`src/rtl/serdes_lb_pkg.sv`:
```
// Shared constants, state encoding and comma-scan helper for the SERDES loopback RX checker.
// No clocked logic; imported by the checker top and the lane rotator.
package serdes_lb_pkg;

    localparam logic [7:0]  K28_0 = 8'h1C;
    localparam logic [7:0]  K28_5 = 8'hBC;
    localparam logic [7:0]  K28_7 = 8'hFC;

    localparam logic [63:0] EXP_WORD_DEF = 64'h0000_0000_00CA_FEBC;
    localparam logic [7:0]  EXP_K_DEF    = 8'h01;

    typedef enum logic [1:0] {
        HUNT   = 2'd0,
        VERIFY = 2'd1,
        LOCKED = 2'd2
    } lb_state_t;

    typedef struct packed {
        logic [63:0] dat;
        logic [7:0]  k;
        logic [7:0]  nit;
        logic [7:0]  disp;
    } rx_word_t;

    // Returns {found, lane}; scanning downwards lets the lowest comma lane win.
    function automatic logic [3:0] comma_scan(input logic [63:0] dat, input logic [7:0] k);
        logic [3:0] res;
        res = 4'd0;
        for (int i = 7; i >= 0; i--) begin
            if (k[i] && dat[i*8 +: 8] == K28_5) begin
                res = {1'b1, 3'(i)};
            end
        end
        return res;
    endfunction

endpackage

```
`src/rtl/serdes_lb_lane_rot.sv`:
```
// Byte rotator: output byte b takes input byte (b + lane) mod 8, for both data and K flags.
// Purely combinational, zero latency, no backpressure.
module serdes_lb_lane_rot
    import serdes_lb_pkg::*;
(
    input  logic [63:0] i_dat,
    input  logic [7:0]  i_k,
    input  logic [2:0]  i_lane,
    output logic [63:0] o_dat,
    output logic [7:0]  o_k
);

    always_comb begin
        logic [2:0] v_src;
        v_src = 3'd0;
        o_dat = '0;
        o_k   = '0;
        for (int b = 0; b < 8; b++) begin
            v_src               = 3'(b) + i_lane;
            o_dat[b*8 +: 8]     = i_dat[{v_src, 3'b000} +: 8];
            o_k[b]              = i_k[v_src];
        end
    end

endmodule

```
`config.mk`:
```
export PLATFORM = sky130hd
export DESIGN_NAME = serdes_lb_lane_rot
export DESIGN_NICKNAME = d
export VERILOG_FILES = /design/src/rtl/serdes_lb_pkg.sv /design/src/rtl/serdes_lb_lane_rot.sv
export SDC_FILE = /design/constraint.sdc
export NUM_CORES = 1
export LEC_CHECK = 0
export ABC_AREA = 0
export CAP_MARGIN = 20
export CORE_UTILIZATION = 45
export DETAILED_ROUTE_END_ITERATION = 16
export GPL_ROUTABILITY_DRIVEN = 0
export GPL_TIMING_DRIVEN = 0
export PLACE_DENSITY = 0.83
export SYNTH_ARGS = -nofsm -noshare
export SYNTH_HDL_FRONTEND = slang
export SYNTH_SLANG_ARGS = --single-unit
```
`constraint.sdc`:
```
create_clock -name vclk -period 7.1
set_input_delay 1.775 -clock vclk [all_inputs]
set_output_delay 1.775 -clock vclk [all_outputs]
set_load 0.1 [all_outputs]
```
==> results of run 1 <==
kinds of logic after synthesis:
logic type,Yosys count,synth area share [%]
muxes,216,93.3
buffers and inverters,32,4.37
xor gates and xnor gates,3,1.63
adders and majority gates,2,0.678
layer usage:
layer	up-vias	global-route usage (%)	routed length [microns]
met1	1818	40.6	4870
met2	325	53.0	6840
met4	0	13.5	507
met5	-	0	0
li1	1438	-	-
met3	45	4.11	1490
path summary, 6_finish.rpt:
path | from | end | slack, ps | cells past startpoint
setup / recovery | i_lane[0] | o_dat[13] | 120 | 10
hold / removal | i_dat[23] | o_dat[47] | 4900 | 4
synthesized netlist by cell type:
| cell | n | area share (%) |
|---|---|---|
| mux2_2 | 126 | 38 |
| mux4_2 | 90 | 55 |
| buf_2 | 12 | 1.6 |
| clkbuf_1 | 12 | 1.2 |
| buf_4 | 5 | 1.0 |
| ha_1 | 2 | 0.68 |
| xnor2_2 | 2 | 0.88 |
| buf_6 | 1 | 0.30 |
| inv_1 | 1 | 0.10 |
| inv_2 | 1 | 0.10 |
| xor2_4 | 1 | 0.75 |
layout by cell type (no fill, tap or decap), drive strengths merged:
cell type,instances
mux2,126
xor2,1
buf,54
clkdlybuf4s50,111
xnor2,2
clkbuf,11
ha,2
inv,2
mux4,90
cell type report:
type / count / area (sq um)
multi-input combinational: 221 / 3530
fill: 603 / 2710
timing repair buffer: 147 / 1290
buffer: 29 / 183
tap: 102 / 128
inverter: 2 / 10.0
critical path: stages:
cell	delay, ps
clkdlybuf4s50_1	480
buf_4	260
inv_4	160
buf_4	230
buf_2	240
ha_1	510
clkbuf_4	360
mux2_2	390
mux4_2	480
buf_2	310
metrics by stage:
stage                     utilization [%]  instance area, sq um
after detailed placement             67.4                  5290
final                                65.5                  5140
after global placement               67.4                  5290
after global routing                 65.5                  5140
after CTS                            65.5                  5140
after floorplan                         -                  3690
power by group:
group          switching [uW]  internal (uW)  total [uW]  leakage, uW
sequential                  0              0           0            0
clock                       0              0           0            0
combinational             662            293         955      0.00181
timing repair:
action                     CTS  global route
resized for setup          198             0
hold buffers                 0             0
setup endpoints to repair   36             0
==> reports/qor.yml, run 1 <==
first_global_vias: 3722
dieArea_sq_um: 8570
wl_microns: 13700
hold_class: "input pin to primary output"
place_ws_ps: -1380
layout.cells.non_filler: 501
peakVddDrop_v: 0.000132
p_total_uw: 955
drv_slew: 0
rows: 32
critPathMaxFanout: 10
maxCapViolCount: 0
regArea_sq_um: 0
port_buffers: 147
grt_usage_pct: 31.4
synth_warnings: 0
crit_arrival_ps: 5210
synth-seq-area-share_pct: 0
dr.pass1.iters: 4
drc: 0
nNetsFinal: 478
outcome: "complete, no violations"
start_util_pct: 47.1
antenna_found_initial: 0
place_hpwl_microns: 9880
cts_setup_buffers: 0
power_density_nw_per_um2: 186
critPathLaunchType: "input pin"
tightest_slew_ps: 991
period_needed_ps: 6980
grt_start_max_net_pins: 11
avgSynthCellArea_sq_um: 14.6
drtIter0Drc: 262
fp.dieW_microns: 92.6
synth_area_sq_um: 3690
seq_cell_count: 0
nClkBuffers: 0
hold_viol_final: 0
syn2layout_area_growth_pct: 39.3
crit_type: "input pin to primary output"
ios: 147
hold-worst-slack_ps: 4900
coreArea_sq_um: 7850
tns_ps: 0
syn_inst: 253
grt_remaining_overflow: 0
place_inst: 502
die_h_microns: 92.6
setup_viol: 0
rsz0062_at_grt: "no"
wl_per_cell_microns: 27.4
fin_crit_sh_pct: 98.3
endpoint_kind: "primary output"
grt_pass1_wl_microns: 20400
via_per_inst: 7.24
routed-via-count: 3626
slew_headroom_pct: 33.7
drive_above_1_share_pct: 70.7
timing.fmax_ghz: 0.143
yosys.cell_types.count: 11
leakage_uw: 0.00181
setup_slack_ps: 119
syn_nets: 330
cp.required_ps: 5330
antenna_cells: 0
drtAntennaViolNets: 0
Note: power is estimated with default switching activity, not from simulation.
==> run 2, diff against run 1 <==
CELL_PAD_IN_SITES_DETAIL_PLACEMENT = 1   (was not set)
CELL_PAD_IN_SITES_GLOBAL_PLACEMENT = 2   (was not set)
CORE_UTILIZATION = 30   (was 45)
PLACE_DENSITY = not set   (was 0.83)
PLACE_DENSITY_LB_ADDON = 0.1   (was not set)
==> run 2 against run 1 <==
Compared with the run above:
- final cell count up 9.0%
- first-iteration DRC count up 1.1%
- count of clock-buffer cells in the layout unchanged
- die area up 49%
- hold slack better by 12 ps
- non-clock buffer count unchanged
==> reports/qor.yml, run 2 (same netlist as run 1, synthesis figures left out) <==
tns_ps: 0  # unchanged
ios: 147  # unchanged
wl_per_cell_microns: 30.3  # +11%
hold_viol_final: 0  # unchanged
grt_remaining_overflow: 0  # unchanged
syn2layout_area_growth_pct: 41.7
grt_pass1_wl_microns: 24200  # +19%
dr.pass1.iters: 4  # unchanged
power_density_nw_per_um2: 186  # about the same
hold_start: "i_dat[31]"
slew_headroom_pct: 27.2  # -6.5 points
port_buffers: 147  # unchanged
fp.dieW_microns: 113  # +22%
hold_class: "input pin to primary output"
critPathLaunchType: "input pin"
tightest_slew_ps: 1090  # +95.0 ps
cts_setup_buffers: 0  # unchanged
drtIter0Drc: 265  # +1.1%
crit_type: "input pin to primary output"
stdcell_area_sq_um: 5230  # +1.8%
drv_slew: 0  # unchanged
place_inst: 548  # +9.2%
seq_cell_count: 0  # unchanged
rsz0062_at_grt: "no"
drtAntennaViolNets: 0  # unchanged
crit_arrival_ps: 5200  # about the same
routed-via-count: 3432  # -5.4%
drive_above_1_share_pct: 70.7  # unchanged
fillers: 1266  # +110%
grt_usage_pct: 25.6  # -5.8 points
outcome: "complete, no violations"
start_util_pct: 30.7  # -16 points
critPathMaxFanout: 10  # unchanged
peakVddDrop_v: 0.000120  # -9.0%
final_common_cell: "mux2_2"
dieArea_sq_um: 12800  # +49%
first_global_vias: 3686  # -0.97%
place_hpwl_microns: 11800  # +19%
setup_viol: 0  # unchanged
coreArea_sq_um: 12000  # +53%
fin_crit_sh_pct: 98.3  # about the same
drc: 0  # unchanged
die_h_microns: 113  # +22%
timing.fmax_ghz: 0.143  # about the same
grt_start_max_net_pins: 20  # +9
layout.cells.non_filler: 546  # +9.0%
hold_buffers: 0  # unchanged
cp.required_ps: 5330  # about the same
nClkBuffers: 0  # unchanged
period_needed_ps: 6980  # -3.65 ps
hold-worst-slack_ps: 4910  # +12.1 ps
final_core_utilization_pct: 43.6  # -22 points
antenna_cells: 0  # unchanged
endpoint_kind: "primary output"
nNetsFinal: 478  # unchanged
leakage_uw: 0.00184  # +1.7%
most-common-layout-cells: "mux2_2, clkdlybuf4s50_1, mux4_2"
placed_area_sq_um: 5360  # +1.3%
maxCapViolCount: 0  # unchanged
antenna_found_initial: 0  # unchanged
rows: 40  # +25%
regArea_sq_um: 0  # unchanged
via_per_inst: 6.29  # -13%
wl_microns: 16600  # +21%
crit_path_start: "i_lane[1]"
run 2: per-layer routing:
metal / GRT usage [%] / share of wire, % / vias up
met5: 0 / 0 / -
met1: 35.5 / 43 / 1831
met2: 44.5 / 50 / 157
met4: 4.56 / 1.3 / 0
li1: - / - / 1429
met3: 1.77 / 5.2 / 15
run 2: final cells by class:
cell class / count / area [sq um] / share of cell area (%)
inverter: 2 / 10.0 / 0.191
buffer: 28 / 196 / 3.75
multi-input combinational: 221 / 3530 / 67.5
timing repair buffer: 148 / 1310 / 25.1
tap: 147 / 184 / 3.52
run 2: worst paths after layout:
check	end	cells after the start	slack, ps
worst max-delay path	o_dat[28]	10	120
worst min-delay path	o_dat[63]	4	4910
run 2: power breakdown:
group / internal, uW / switching, uW / total (uW)
registers: 0 / 0 / 0
clock network: 0 / 0 / 0
logic: 296 / 674 / 971
run 2: critical path, cell delays in order:
cell and delay [ps]:
clkdlybuf4s50_1 480, clkbuf_2 280, buf_4 290, buf_4 270, inv_1 80, ha_1 480
buf_4 340, mux2_2 380, mux4_2 490, buf_2 310
run 2: per-stage QoR:
| stage | setup slack [ps] | power (uW) |
|---|---|---|
| CTS | 8.88 | 973 |
| finish | 122 | 971 |
| floorplan | 776 | 746 |
| global placement | -1590 | 993 |
| global route | 12.3 | 996 |
| detailed placement | -1630 | 999 |
run 2: timing repair:
item / 4_1_cts / 5_1_grt
setup endpoints to repair: 36 / 18
gates cloned: 0 / 0
resized for setup: 195 / 11
pin swaps: 0 / 0
